--- src/rtl/alu_ctrl_pkg.sv ---
// Shared encodings for the handshaked ALU control decoder: ALU operation
// codes, ALUOp field values and the output-stage FSM state type.
package alu_ctrl_pkg;

    localparam int unsigned CODE_W = 5;

    localparam logic [CODE_W-1:0] ALU_ADD    = 5'd0;
    localparam logic [CODE_W-1:0] ALU_SUB    = 5'd1;
    localparam logic [CODE_W-1:0] ALU_AND    = 5'd2;
    localparam logic [CODE_W-1:0] ALU_OR     = 5'd3;
    localparam logic [CODE_W-1:0] ALU_XOR    = 5'd4;
    localparam logic [CODE_W-1:0] ALU_SLT    = 5'd5;
    localparam logic [CODE_W-1:0] ALU_SLTU   = 5'd6;
    localparam logic [CODE_W-1:0] ALU_SLL    = 5'd7;
    localparam logic [CODE_W-1:0] ALU_SRL    = 5'd8;
    localparam logic [CODE_W-1:0] ALU_SRA    = 5'd9;
    localparam logic [CODE_W-1:0] ALU_MUL    = 5'd16;
    localparam logic [CODE_W-1:0] ALU_MULH   = 5'd17;
    localparam logic [CODE_W-1:0] ALU_MULHSU = 5'd18;
    localparam logic [CODE_W-1:0] ALU_MULHU  = 5'd19;
    localparam logic [CODE_W-1:0] ALU_DIV    = 5'd20;
    localparam logic [CODE_W-1:0] ALU_DIVU   = 5'd21;
    localparam logic [CODE_W-1:0] ALU_REM    = 5'd22;
    localparam logic [CODE_W-1:0] ALU_REMU   = 5'd23;

    localparam logic [1:0] ALUOP_ADD   = 2'b00;
    localparam logic [1:0] ALUOP_SUB   = 2'b01;
    localparam logic [1:0] ALUOP_FUNCT = 2'b10;
    localparam logic [1:0] ALUOP_RSVD  = 2'b11;

    typedef enum logic [1:0] {
        S_IDLE   = 2'd0,
        S_HOLD   = 2'd1,
        S_MULDIV = 2'd2
    } state_t;

endpackage

--- src/rtl/alu_op_decode.sv ---
// Combinational mapping of decoder fields to {ALU code, muldiv, illegal}.
// M-extension decode is present only when ALUDEC_M_EXT_EN is defined.
module alu_op_decode
    import alu_ctrl_pkg::*;
(
    input  logic              opb5,
    input  logic [2:0]        funct3,
    input  logic              funct7b5,
    input  logic              funct7b0,
    input  logic [1:0]        alu_op,
    output logic [CODE_W-1:0] code_c,
    output logic              muldiv_c,
    output logic              illegal_c
);

    always_comb begin
        code_c    = ALU_ADD;
        muldiv_c  = 1'b0;
        illegal_c = 1'b0;
        unique case (alu_op)
            ALUOP_ADD: code_c = ALU_ADD;
            ALUOP_SUB: code_c = ALU_SUB;
            ALUOP_RSVD: begin
                code_c    = ALU_ADD;
                illegal_c = 1'b1;
            end
            default: begin
                if (opb5 && funct7b0) begin
`ifdef ALUDEC_M_EXT_EN
                    // M ops occupy 16..23 in funct3 order
                    code_c   = ALU_MUL | {2'b00, funct3};
                    muldiv_c = 1'b1;
`else
                    illegal_c = 1'b1;
`endif
                end else begin
                    unique case (funct3)
                        3'b000: code_c = (opb5 && funct7b5) ? ALU_SUB : ALU_ADD;
                        3'b001: begin
                            code_c    = ALU_SLL;
                            illegal_c = funct7b5;
                        end
                        3'b010: code_c = ALU_SLT;
                        3'b011: code_c = ALU_SLTU;
                        3'b100: code_c = ALU_XOR;
                        3'b101: code_c = funct7b5 ? ALU_SRA : ALU_SRL;
                        3'b110: code_c = ALU_OR;
                        default: code_c = ALU_AND;
                    endcase
                    // funct7b5 is only meaningful for R-type on add/sub and shifts-right
                    if (opb5 && funct7b5 && (funct3 != 3'b000) && (funct3 != 3'b101)) begin
                        code_c    = ALU_ADD;
                        illegal_c = 1'b1;
                    end
                end
            end
        endcase
    end

endmodule

--- src/rtl/alu_ctrl_mc.sv ---
// ALU control decoder with a one-entry valid/ready output stage; mul/div ops
// hold off out_valid for MULDIV_CYCLES when ALUDEC_M_EXT_EN is defined.
module alu_ctrl_mc
    import alu_ctrl_pkg::*;
#(
    parameter int unsigned CTRL_W        = 5,
    parameter int unsigned MULDIV_CYCLES = 4
) (
    input  logic              clk,
    input  logic              reset,
    input  logic              in_valid,
    output logic              in_ready,
    input  logic              opb5,
    input  logic [2:0]        funct3,
    input  logic              funct7b5,
    input  logic              funct7b0,
    input  logic [1:0]        ALUOp,
    output logic              out_valid,
    input  logic              out_ready,
    output logic [CTRL_W-1:0] ALUControl,
    output logic              muldiv,
    output logic              illegal,
    output logic              busy
);

    if (CTRL_W < CODE_W) begin : g_bad_ctrl_w
        $error("alu_ctrl_mc: CTRL_W must be >= 5");
    end
    if (MULDIV_CYCLES < 1) begin : g_bad_cycles
        $error("alu_ctrl_mc: MULDIV_CYCLES must be >= 1");
    end

    logic [CODE_W-1:0] dec_code;
    logic              dec_muldiv;
    logic              dec_illegal;

    alu_op_decode u_dec (
        .opb5      (opb5),
        .funct3    (funct3),
        .funct7b5  (funct7b5),
        .funct7b0  (funct7b0),
        .alu_op    (ALUOp),
        .code_c    (dec_code),
        .muldiv_c  (dec_muldiv),
        .illegal_c (dec_illegal)
    );

    state_t            state_q, state_d;
    logic [CTRL_W-1:0] ctrl_q, ctrl_d;
    logic              muldiv_q, muldiv_d;
    logic              illegal_q, illegal_d;

`ifdef ALUDEC_M_EXT_EN
    localparam int unsigned CNT_W = (MULDIV_CYCLES > 1) ? $clog2(MULDIV_CYCLES) : 1;
    localparam logic [CNT_W-1:0] CNT_LOAD = CNT_W'(MULDIV_CYCLES - 1);

    logic [CNT_W-1:0] cnt_q, cnt_d;

    // Wait counter for the iterative unit
    always_ff @(posedge clk or negedge reset) begin
        if (!reset) cnt_q <= '0;
        else        cnt_q <= cnt_d;
    end
`endif

    // State and output register
    always_ff @(posedge clk or negedge reset) begin
        if (!reset) begin
            state_q   <= S_IDLE;
            ctrl_q    <= '0;
            muldiv_q  <= 1'b0;
            illegal_q <= 1'b0;
        end else begin
            state_q   <= state_d;
            ctrl_q    <= ctrl_d;
            muldiv_q  <= muldiv_d;
            illegal_q <= illegal_d;
        end
    end

    // Next state, handshake and payload capture
    always_comb begin
        state_d   = state_q;
        ctrl_d    = ctrl_q;
        muldiv_d  = muldiv_q;
        illegal_d = illegal_q;
        in_ready  = 1'b0;
        out_valid = 1'b0;
`ifdef ALUDEC_M_EXT_EN
        cnt_d     = cnt_q;
        busy      = 1'b0;
`endif
        case (state_q)
            S_IDLE: in_ready = 1'b1;
            S_HOLD: begin
                out_valid = 1'b1;
                in_ready  = out_ready;
                if (out_ready) state_d = S_IDLE;
            end
`ifdef ALUDEC_M_EXT_EN
            S_MULDIV: begin
                busy = 1'b1;
                if (cnt_q == '0) state_d = S_HOLD;
                else             cnt_d   = cnt_q - 1'b1;
            end
`endif
            default: state_d = S_IDLE;
        endcase

        if (in_valid && in_ready) begin
            ctrl_d    = CTRL_W'(dec_code);
            muldiv_d  = dec_muldiv;
            illegal_d = dec_illegal;
            state_d   = S_HOLD;
`ifdef ALUDEC_M_EXT_EN
            if (dec_muldiv) begin
                state_d = S_MULDIV;
                cnt_d   = CNT_LOAD;
            end
`endif
        end
    end

`ifndef ALUDEC_M_EXT_EN
    assign busy = 1'b0;
`endif

    assign ALUControl = ctrl_q;
    assign muldiv     = muldiv_q;
    assign illegal    = illegal_q;

endmodule

--- config.mk ---
export PLATFORM = sky130hd
export DESIGN_NAME = alu_ctrl_mc
export DESIGN_NICKNAME = d
export VERILOG_FILES = /design/src/rtl/alu_ctrl_pkg.sv /design/src/rtl/alu_op_decode.sv /design/src/rtl/alu_ctrl_mc.sv
export SDC_FILE = /design/constraint.sdc
export NUM_CORES = 1
export LEC_CHECK = 0
export ABC_AREA = 0
export CAP_MARGIN = 20
export CORE_AREA = 2 2 39 41
export CTS_BUF_LIST = sky130_fd_sc_hd__clkbuf_16
export DETAILED_ROUTE_END_ITERATION = 8
export DIE_AREA = 0 0 41 43
export HOLD_SLACK_MARGIN = 0.1
export PLACE_DENSITY = 0.68
export SYNTH_ARGS = -nofsm -noshare
export SYNTH_HDL_FRONTEND = slang
export SYNTH_SLANG_ARGS = --single-unit
--- constraint.sdc ---
create_clock -name clk -period 1 [get_ports clk]
set_input_delay 0.2 -clock clk [delete_from_list [all_inputs] [get_ports clk]]
set_output_delay 0.2 -clock clk [all_outputs]
set_load 0.01 [all_outputs]
==> metrics.txt <==
type of origin of the critical path=register; number of buffers added to fix hold violations after cts=0; power per cell area=1490 nW/um2; startpoint of the worst-slack reg-to-reg timing path=state_q[0]$_DFFE_PN0P_; post-route ant nets=0; Area Overhead vs Synth=96.4%; synthesized area per cell=10.1 um2; share of synthesized area spent on multiplexers=8.18%; clock slew at the register clock pins of the worst setup and hold paths=0.03 ns; level count of the clock H-tree=1; basic-gate share of the synthesized area counting and, or, nand and nor cells=18.8%; Skew-Pair Late Insertion Delay=0.23 ns; parity-gate share of the synthesized area counting xor and xnor cells=4.24%; clock buffer count from CTS=3; timing startpoint of the critical path=state_q[0]$_DFFE_PN0P_; achievable clock frequency=0.942 GHz; path category of the worst min-delay check=in2async; residual DRC count=0; top cells by area in the synthesized netlist=dfrtp_1 36%, mux2_2 8.2%, buf_4 5.5%; Final Skew=0.00171 ns; Seq cells post-synth=6; I/O Buffers=18; reg-to-reg slack, setup=-0.06 ns; Clock Sink Count=6; routed via count=438; TritonCTS clock tree=built; Die Y-Extent=43 um; Initial Util=29.8%; depth of the worst register-to-register path=4; result of the run=finished with violations; worst setup path endpoint=illegal$_DFFE_PN0P_; number of maximum-capacitance violations=0; Worst Setup End Kind=register; violations in the final reports=negative setup slack; largest net degree at the start of global routing=8; total chip power=1.21 mW; antenna violations before repair=0; root buf cell=clkbuf_16; global-route wire length before repair=1.99 mm; GRT overflow=0; minimum clock period=1.06 ns; number of iterations in the first detailed-routing pass=4; via count of the first global-routing pass=472; sequential share of the synthesized area=36.4%; Setup WS post-layout=-0.0611 ns; area share of the largest cell type after synthesis=36.4%; gp weighted congestion=0.807; Worst EP arrival=1.17 ns; overall die area=1760 um2; library cell occupying the most area in the post-synthesis netlist=dfrtp_1; number of nets in the finished design=89; Critical Path Fanout Max=5; ANT cells=0; WP data required=1.11 ns; top-level port count=22; number of design-rule violations left by the first detailed-router iteration=8; Syn. warnings=0; VDD IR max=0.717 mV; final HPWL from detailed placement=803 um; layout cell share with drive strength beyond 1=60.0%; RSZ-0062 raised after global routing=true; maximum root-to-sink buffer count=2; Max Transition Viols Final=0; endpoints failing setup=4; share of the clock period used by the worst path after layout=106%; routed wire length=1.28 mm; synthesized-area fraction occupied by adder cells=0%; Vias per Instance=4.81; Leak=0.380 nW; worst hold slack after final layout=0.223 ns; largest family of logic cells by synthesized area=compound AO/OA/AOI/OAI gates; FF-to-FF End=illegal$_DFFE_PN0P_; CORE AREA=1380 um2; number of endpoints with negative hold slack in the final report=0; Synth Instances=41; number of cell rows=14; Synth Area in Compound Gates=22.4%; Crit Path Category=reg2reg; total global routing track utilization=17.3%; synthesized area=413 um2; Avg WL per Cell=14.0 um; number of distinct library cell variants in the gate-level netlist after synthesis=23; Die Width=41 um
routing by layer:
layer  vias up  part of all wire [%]  track usage (%)
met5         -                     0                0
met3         4                    11             5.24
met2        24                    48             28.4
met1       196                    39             19.0
li1        214                     -                -
met4         0                   1.8             8.00
worst max-delay path, cell delays in order, from the launching register on:
cell and delay [ns]:
dfrtp_1 0.39, nand2b_4 0.08, buf_6 0.11, nand2_8 0.06
mux2_4 0.30
Yosys cell counts:
library cell  instances
a2111oi_1             1
a211oi_1              1
a21o_1                1
a21oi_1               3
a21oi_4               1
a31oi_1               1
buf_4                 3
buf_6                 1
conb_1                1
dfrtp_1               6
inv_1                 1
mux2_2                3
nand2_1               3
nand2_4               1
nand2b_1              2
nand3b_1              2
nand4_1               2
nand4bb_1             1
nor2_1                1
o211ai_2              1
o21ai_1               2
o31ai_1               1
xor2_1                2
cell usage in the layout (no fill, tap or decap), types with 2 or more instances in the layout:
master	netlist	layout
buf_6	1	3
buf_2	0	9
dfrtp_1	6	6
nand2_2	0	3
dlygate4sd2_1	0	7
conb_1	1	3
mux2_2	3	2
nand3b_1	2	2
o21ai_2	0	2
buf_4	3	12
nand4_1	2	2
a21oi_1	3	2
clkbuf_16	0	3
metrics by stage:
stage          setup TNS, ns  std cells  cell area [um2]  utilization (%)  setup WS [ns]
2_1_floorplan         -0.130         43              433                -        -0.0717
3_3_place_gp           -3.25         85              689             49.8         -0.508
3_5_place_dp           -3.31         85              689             49.8         -0.542
4_1_cts               -0.136         91              800             57.8        -0.0658
5_1_grt               -0.404         91              811             58.6         -0.111
6_report              -0.137         91              811             58.6        -0.0611
cell families (layout without fill, tap and decap cells):
family	count (synthesis)	in the layout
simple gates	12	12
flops	6	6
mux	3	3
xor+xnor	2	2
buf+inv	5	37
compound gates	12	12
other cells	1	3
area by class of cell:
class / count / area, um2
Timing Repair Buffer: 33 / 245
Sequential cell: 6 / 150
Multi-Input combinational cell: 32 / 317
Fill cell: 131 / 573
Tap cell: 16 / 20.0
Clock buffer: 3 / 75.1
Inverter: 1 / 3.75
state kept, by name (all words and copies together), names as in the netlist:
register,count
ALUControl,4
illegal,1
state_q,1
what timing repair did:
item                                    CTS  global route
endpoints found under the setup margin   12             6
pin swaps                                 9             4
resized for setup                        55             8
buffers inserted                          3             0
how the worst min path moves through the flow:
| stage | from | to | cells after the start | slack, ns |
|---|---|---|---|---|
| 6_report | reset | state_q[0]$_DFFE_PN0P_ | 1 | 0.22 |
| 5_1_grt | reset | ALUControl[1]$_DFFE_PN0P_ | 1 | 0.24 |
| 4_1_cts | reset | state_q[0]$_DFFE_PN0P_ | 1 | 0.23 |
| 3_5_place_dp | reset | ALUControl[1]$_DFFE_PN0P_ | 1 | 0.46 |
| 3_3_place_gp | reset | ALUControl[1]$_DFFE_PN0P_ | 1 | 0.46 |
| 2_1_floorplan | reset | ALUControl[0]$_DFFE_PN0P_ | 0 | -0.1 |
power breakdown:
part,internal [mW],leakage [nW],switching [mW]
Clock,0.514,0.0370,0.139
Combinational,0.142,0.267,0.136
Sequential,0.266,0.0760,0.0141
Total,0.921,0.380,0.289
(Power assumes the default switching activity.)
